<file path="src/rtl/game_binary_quiz_n.sv">
// Binary quiz: shows an NBITS random target MSB-first on the 7-seg code, then scores one-hot button answers over ROUNDS rounds.
// Latency: value/score/round_idx are registered and change on the edge that changes state; no backpressure, presses outside WAIT/QUIZ are dropped.
module game_binary_quiz_n #(
    parameter int unsigned NBITS          = 3,
    parameter int unsigned ROUNDS         = 5,
    parameter int unsigned SHOW_CYCLES    = 10_000_000,
    parameter int unsigned GAP_CYCLES     = 2_000_000,
    parameter int unsigned RESULT_CYCLES  = 10_000_000,
    parameter int unsigned TIMEOUT_CYCLES = 50_000_000,
    parameter int unsigned CNT_W          = 26
) (
    input  logic                  clk,
    input  logic                  reset_n,
    input  logic [2**NBITS-1:0]   btn,
    input  logic [NBITS-1:0]      rnd,
    output logic [3:0]            value,
    output logic [3:0]            score,
    output logic [3:0]            round_idx,
    output logic                  busy
);
    localparam int unsigned BW   = 2**NBITS;
    localparam int unsigned BI_W = (NBITS > 1) ? $clog2(NBITS) : 1;

    localparam logic [3:0] V_CORRECT = 4'd10;
    localparam logic [3:0] V_ERROR   = 4'd11;
    localparam logic [3:0] V_BLANK   = 4'd12;
    localparam logic [3:0] V_QUERY   = 4'd13;

    typedef enum logic [2:0] {
        S_WAIT   = 3'd0,
        S_SHOW   = 3'd1,
        S_GAP    = 3'd2,
        S_QUIZ   = 3'd3,
        S_RESULT = 3'd4,
        S_SCORE  = 3'd5
    } state_t;

    state_t           state_q, state_d;
    logic [CNT_W-1:0] counter_q, counter_d;
    logic [NBITS-1:0] target_q, target_d;
    logic [BI_W-1:0]  bit_idx_q, bit_idx_d;
    logic [3:0]       value_q, value_d;
    logic [3:0]       score_q, score_d;
    logic [3:0]       round_q, round_d;
    logic             btn_prev_q;

    logic             any_btn;
    logic             press;
    logic [NBITS-1:0] press_idx;

    assign any_btn = |btn;
    assign press   = any_btn & ~btn_prev_q;

    // Scan from the top so the lowest set button ends up winning.
    always_comb begin
        press_idx = '0;
        for (int k = BW - 1; k >= 0; k--) begin
            if (btn[k]) press_idx = NBITS'(k);
        end
    end

    always_comb begin
        state_d   = state_q;
        counter_d = counter_q + CNT_W'(1);
        target_d  = target_q;
        bit_idx_d = bit_idx_q;
        value_d   = value_q;
        score_d   = score_q;
        round_d   = round_q;
        case (state_q)
            S_WAIT: begin
                counter_d = counter_q;
                value_d   = V_BLANK;
                if (press) begin
                    target_d  = rnd;
                    bit_idx_d = BI_W'(NBITS - 1);
                    score_d   = '0;
                    round_d   = '0;
                    counter_d = '0;
                    value_d   = {3'b000, rnd[NBITS-1]};
                    state_d   = S_SHOW;
                end
            end
            S_SHOW: begin
                if (counter_q == CNT_W'(SHOW_CYCLES - 1)) begin
                    counter_d = '0;
                    if (bit_idx_q == '0) begin
                        value_d = V_QUERY;
                        state_d = S_QUIZ;
                    end else begin
                        value_d = V_BLANK;
                        state_d = S_GAP;
                    end
                end
            end
            S_GAP: begin
                if (counter_q == CNT_W'(GAP_CYCLES - 1)) begin
                    counter_d = '0;
                    bit_idx_d = bit_idx_q - BI_W'(1);
                    value_d   = {3'b000, target_q[bit_idx_q - BI_W'(1)]};
                    state_d   = S_SHOW;
                end
            end
            S_QUIZ: begin
                if (press) begin
                    counter_d = '0;
                    state_d   = S_RESULT;
                    if (press_idx == target_q) begin
                        value_d = V_CORRECT;
                        if (score_q < 4'(ROUNDS)) score_d = score_q + 4'd1;
                    end else begin
                        value_d = V_ERROR;
                    end
                end else if (counter_q == CNT_W'(TIMEOUT_CYCLES - 1)) begin
                    counter_d = '0;
                    value_d   = V_ERROR;
                    state_d   = S_RESULT;
                end
            end
            S_RESULT: begin
                if (counter_q == CNT_W'(RESULT_CYCLES - 1)) begin
                    counter_d = '0;
                    if (round_q == 4'(ROUNDS - 1)) begin
                        value_d = score_q;
                        state_d = S_SCORE;
                    end else begin
                        round_d   = round_q + 4'd1;
                        target_d  = rnd;
                        bit_idx_d = BI_W'(NBITS - 1);
                        value_d   = {3'b000, rnd[NBITS-1]};
                        state_d   = S_SHOW;
                    end
                end
            end
            S_SCORE: begin
                value_d = score_q;
                if (counter_q == CNT_W'(RESULT_CYCLES - 1)) begin
                    counter_d = '0;
                    value_d   = V_BLANK;
                    state_d   = S_WAIT;
                end
            end
            default: begin
                counter_d = '0;
                value_d   = V_BLANK;
                state_d   = S_WAIT;
            end
        endcase
    end

    always_ff @(posedge clk or negedge reset_n) begin
        if (!reset_n) begin
            state_q    <= S_WAIT;
            counter_q  <= '0;
            target_q   <= '0;
            bit_idx_q  <= BI_W'(NBITS - 1);
            value_q    <= V_BLANK;
            score_q    <= '0;
            round_q    <= '0;
            btn_prev_q <= 1'b0;
        end else begin
            state_q    <= state_d;
            counter_q  <= counter_d;
            target_q   <= target_d;
            bit_idx_q  <= bit_idx_d;
            value_q    <= value_d;
            score_q    <= score_d;
            round_q    <= round_d;
            btn_prev_q <= any_btn;
        end
    end

    assign value     = value_q;
    assign score     = score_q;
    assign round_idx = round_q;
    assign busy      = (state_q != S_WAIT);
endmodule

</file>
<file path="config.mk">
export PLATFORM = sky130hd
export DESIGN_NAME = game_binary_quiz_n
export DESIGN_NICKNAME = d
export VERILOG_FILES = /design/src/rtl/game_binary_quiz_n.sv
export SDC_FILE = /design/constraint.sdc
export NUM_CORES = 1
export LEC_CHECK = 0
export ABC_AREA = 1
export CAP_MARGIN = 30
export CORE_MARGIN = 2
export CORE_UTILIZATION = 59
export CTS_CLUSTER_SIZE = 24
export DETAILED_ROUTE_END_ITERATION = 12
export PLACE_DENSITY = 0.88
export REMOVE_ABC_BUFFERS = 1
export SKIP_CTS_REPAIR_TIMING = 1
export SYNTH_ARGS = -nofsm -noshare
export SYNTH_HDL_FRONTEND = slang
export SYNTH_SLANG_ARGS = --single-unit
</file>
<file path="constraint.sdc">
create_clock -name clk -period 2.2 [get_ports clk]
set_clock_uncertainty 0.2 [all_clocks]
set_input_delay 0.22 -clock clk [delete_from_list [all_inputs] [get_ports clk]]
set_output_delay 0.22 -clock clk [all_outputs]
set_load 0.05 [all_outputs]
</file>
## Word-level counts from Yosys, hierarchy flattened

Cells that the tools add are included.

| operators by class | value |
|---|---|
| add/subtract/negate cells | 4 |
| multipliers | 0 |
| div/mod/pow operators | 0 |
| order comparisons | 2 |
| eq/ne operators | 20 |
| shift-type cells | 0 |
| multiplexer cells | 54 |
| bitwise gates (word level) | 2 |
| reductions and logical operators | 13 |

Operators with widths:

| kind | number |
|---|---|
| $mux W26 | 5 |
| $pmux W26 S4 | 1 |
| $mux W3 | 19 |
| $mux W4 | 14 |
| $add A26 B1 Y26 const B | 1 |
| $eq A26 B21 Y1 const B | 1 |
| $eq A26 B24 Y1 const B | 1 |
| $eq A26 B26 Y1 const B | 1 |
| $pmux W4 S6 | 1 |
| $ne A2 B2 Y1 const B | 9 |
| $pmux W3 S6 | 1 |
| $pmux W4 S2 | 2 |
| $reduce_and A5 Y1 | 2 |
| $add A4 B1 Y4 const B | 2 |
| $mux W2 | 4 |
| $reduce_and A4 Y1 | 2 |
| $reduce_or A8 Y1 | 1 |
| $eq A3 B2 Y1 const B | 2 |
| $eq A3 B3 Y1 const B | 2 |
| $pmux W2 S3 | 1 |
| $pmux W3 S2 | 1 |
| $reduce_and A6 Y1 | 1 |
| $reduce_bool A3 Y1 | 2 |
| $eq A4 B3 Y1 const B | 1 |
| 14 further kinds | 18 |

| storage, ports and cells | value |
|---|---|
| flip-flop bits (word level) | 47 |
| latch bits | 0 |
| memory bits (writable) | 0 |
| bits in read-only memories | 0 |
| input port bits | 13 |
| output and inout bits | 13 |
| logic and storage cells | 103 |
| memories | 0 |

## Depth between registers and ports, before layout

| depth | value |
|---|---|
| word-level depth | 12 |
| mapped depth | 14 |
| gate-level depth less buffers | 14 |

## Worst setup path after synthesis

Ideal clock, no wire load.

| timing | value |
|---|---|
| path kind | reg2reg |
| start point | register counter_q[0] |
| end point | register counter_q[8] |
| library setup time | 0.122 ns |
| data arrival time | 1.640 ns |
| data required time | 1.878 ns |
| path slack | 0.237 ns |
| cell stages (with the launch flop) | 12 |
| path buffers | 1 |
| period minus slack after synthesis | 1.963 ns |
| cells stage by stage | dfrtp_1 ha_1 nand2_1 nor2_2 nand2_2 nor2_8 nand2_4 o21ai_4 nand3_4 nor2_8 buf_12 nor2_2 |

| on the way | value |
|---|---|
| cells in the longest elaborated chain, start to end | 4 |
| elaborated cells between the ends (all ways) | 9 |
| those cells by class | add/sub: 1; eq/ne: 3; mux: 5 |

Ends and longest elaborated chain:

| what | RTL line | RTL |
|---|---|---|
| from (decl) | 39 | `logic [CNT_W-1:0] counter_q, counter_d;` |
| from (signal assigned) | 163 | `counter_q <= counter_d;` |
| $add A26 B1 Y26 / $eq A26 B26 Y1 (equally long branches) | 64, 114 |  |
| $mux W26 | 114 | `end else if (counter_q == CNT_W'(TIMEOUT_CYCLES - 1)) begin` |
| $mux W26 | 105 | `if (press) begin` |
| $pmux W26 S4 (*) | 70 | `case (state_q)` |

Mark *: on every way between the ends. The rest lies on a longest branch, timed or not.
A chain may end at the register's enable or synchronous reset.

## Worst setup path in the final report

| timing | value |
|---|---|
| start point | register counter_q[1] |
| end point | register state_q[2] |

| on the way | value |
|---|---|
| cells in the longest elaborated chain, start to end | 3 |
| elaborated cells between the ends (all ways) | 9 |
| those cells by class | eq/ne: 8; reduce/logical: 1 |

Ends and longest elaborated chain:

| what | RTL line | RTL |
|---|---|---|
| $eq A26 B26 Y1, or another cell as far along | 114 |  |
| $ne A3 B3 Y1 (no line) / $ne A2 B2 Y1 (equally long branches) | - |  |
| $reduce_and A6 Y1 (no line) (*) | - |  |
| to (signal assigned) | 162 | `state_q <= state_d;` |
| to (decl) | 38 | `state_t state_q, state_d;` |

Marked as above.

==> key figures <==
Worst setup path
  – R2r worst-path depth: 12
  – FF-to-FF Start: counter_q[1]
  – Critical-path cell list: ha_4 -> nand2_2 -> nor2_2 -> nand2_2 -> nor2_8 -> nand2_4 -> o21ai_4 -> nand3_4 -> nor2_8 -> buf_4 -> nand2_1 -> nand2_1
  – Worst reg-to-reg setup slack: roughly 0.017 ns
  – CP max stage delay: 0.44 ns
  – Critical Path Fanout Max: 5
  – Worst setup EP type: flop
  – Critical Path RT: 2.24 ns
  – R2r endpoint: state_q[2]
  – Worst Path Arrival: about 2.2 ns
  – Worst path slowest cell: dfrtp_1
  – Critical path type: flop to flop
  – Critical Path Start Type: flop

Global route
  – Initial antenna violation count: 0
  – Largest net degree at the start of global routing: 27
  – Final global-route overflow total: 0
  – Vias in the first global route: roughly 3,200
  – All-Layer GR Usage: 0.268
  – First-pass GRT wire length: 13.5 mm

Finish
  – Fillers: between 400 and 500
  – Post-layout nets: roughly 550
  – Register area: 1180 um2
  – Utilization after layout: 0.724
  – Multi-input gate area in the final layout: between 1500 and 2000 um2
  – Final std cells w/o fill: roughly 610
  – Layout cells sized above 1: 0.157
  – Area Growth Syn to Fin: 19.1%
  – Ant diodes: 0

STA
  – Worst-Margin Slew: ~0.54 ns
  – Worst rel slew slack: 0.637
  – Fin Hold WS: 0.226 ns
  – Final Hold Viols: 0
  – Final Cycle Share: 0.992
  – Setup violators final: 0
  – Fmax: 458 MHz
  – Tmin final: about 2.2 ns
  – Slew Limit Fails: 0

Drt
  – Number of routed nets with antenna violations: 0
  – Vias/cell: around 5.6
  – Via count: between 3,000 and 4,000
  – Drt total wl: between 8 and 9 mm
  – Routed wire per std cell: between 10 and 15 um
  – Initial DRC count: 230
  – Initial DRT Pass Iterations: 5
  – DR DRC count: 0

Clock tree
  – Root Buffer: clkbuf_8
  – CTS tree: built
  – # clock sinks: between 40 and 50
  – H-tree depth: 2
  – Clock Path Buffers: 2
  – TritonCTS Buffers: 5
  – CTS clock-pin slew for the worst setup and hold paths: 0.09 ns
  – Clock latency at the later pin of the worst-skew pair: about 0.30 ns

Yosys
  – Ys flop type: dfrtp_1
  – Post-Syn Area: 3350 um2
  – FFs w/ async S/R, synth: 1.00
  – Area leader, netlist: dfrtp_1
  – Syn Area/Cell: 6.90 um2
  – Post-synth top area share: 0.329
  – Synth cell count leaders: nand2_1, nor2_1, inv_1
  – Most common cell in the netlist: nand2_1
  – Yosys reg bits: 47
  – EDFF count, synth: 0
  – Synth Instances: 485
  – Post-synthesis sequential area ratio: 0.353
  – Library cells used by synthesis: 36
  – Largest cells by area after synthesis: dfrtp_1, nand2_1, nor2_1, inv_1, nand3_1
  – Synth warn: 0

Status
  – Status: finished, final reports clean

Placed design
  – HPWL after DPL: a little over 6 mm
  – GP Congestion: 0.939
  – IO Port Bufs: 25
  – Inst Count DP: between 500 and 600

Floorplanning
  – Placement Rows: 27
  – Die Span X: roughly 80 um
  – Core area: about 5500 um2
  – Top-Level Pins: 26
  – Die Height: 79.3 um
  – Die area: about 6300 um2
  – Starting Density: 0.608

Pwr
  – LEAKAGE: 1.88 nW
  – Max IR drop VDD: 268 uV
  – Power per Cell Area: between 300 and 400 nW/um2

Flow run
  – MaxCap Viol Count: 0

Hold path
  – Hold Path Class: input pin to asynchronous set/reset pin
[sequential cells by signal, indices dropped and copies added (netlist names)]
register and count:
target_q 3, btn_prev_q 1, round_idx 4, state_q 3
counter_q 26, score 4, bit_idx_q 2, value 4
[where the power goes]
| part | leakage (nW) | internal, mW | switching [mW] |
|---|---|---|---|
| Sequential | 0.550 | 0.863 | 0.0000155 |
| Combinational | 1.28 | 0.0294 | 0.0327 |
| Clock | 0.0515 | 0.288 | 0.299 |
| Total | 1.88 | 1.18 | 0.332 |
[cell families (layout without fill, tap and decap cells)]
group                    Yosys count  count (layout)  synth area share
AO/OA/AOI/OAI                     34              34            0.0632
XOR/XNOR                          17              17            0.0445
adder cells (fa/ha/maj)            6               6            0.0224
buffers and inverters             72             122            0.0916
flip-flops                        47              47             0.353
multiplexers                       2               2           0.00673
AND/OR/NAND/NOR                  307             307             0.419
[layout by cell type, fill, tap and decap left out, drive strengths merged]
master,instances
clkdlybuf4s50,23
o22ai,4
buf,23
nand3b,2
nand4,19
a21oi,7
a31o,1
mux2,2
xor2,14
xnor2,3
ha,6
nand3,35
nor2,89
clkbuf,9
nor3,12
nor3b,1
nand2,149
o21ai,19
dfstp,3
inv,66
o31ai,2
dfrtp,44
dlygate4sd3,1
o21bai,1
[worst max-delay path: cells and delay by family, from the launching register on]
family / cells / cell delay, ns
compound gates: 1 / 0.16
simple gates: 9 / 1.01
fa+ha+maj: 1 / 0.16
flops: 1 / 0.44
buf+inv: 1 / 0.15
[per-layer routing]
layer	up-vias	global-route usage	share of wire
met2	130	0.489	0.50
met4	0	0.107	0.030
met1	1588	0.315	0.42
met3	24	0.0398	0.050
met5	-	0	0
li1	1637	-	-
[layout make-up]
class,count,share of cell area
multi-input cells,366,0.474
flip-flops and latches,47,0.297
repair buffers,48,0.119
inverters,66,0.0621
clock buffers,8,0.0251
well taps,72,0.0226
[worst max path at each step]
stage	from	end	slack (ns)
after global routing	counter_q[1]	state_q[2]	-0.10
after global placement	counter_q[1]	counter_q[19]	0.04
after floorplan	state_q[0]	counter_q[5]	0.18
after CTS	counter_q[1]	state_q[2]	-0.06
after detailed placement	btn[7]	bit_idx_q[0]	-0.04
final	counter_q[1]	state_q[2]	0.02
[through the flow]
stage                     power (mW)  instance area, um2  setup slack (ns)  setup TNS (ns)
after global placement         0.941                3720            0.0434               0
after CTS                       1.52                3820           -0.0590          -0.221
after detailed placement       0.943                3720           -0.0353          -0.121
after floorplan                0.895                3290             0.177               0
after global routing            1.55                3990            -0.103           -2.05
final                           1.51                3990            0.0168               0
No activity file was read; power rests on OpenSTA's default activity.
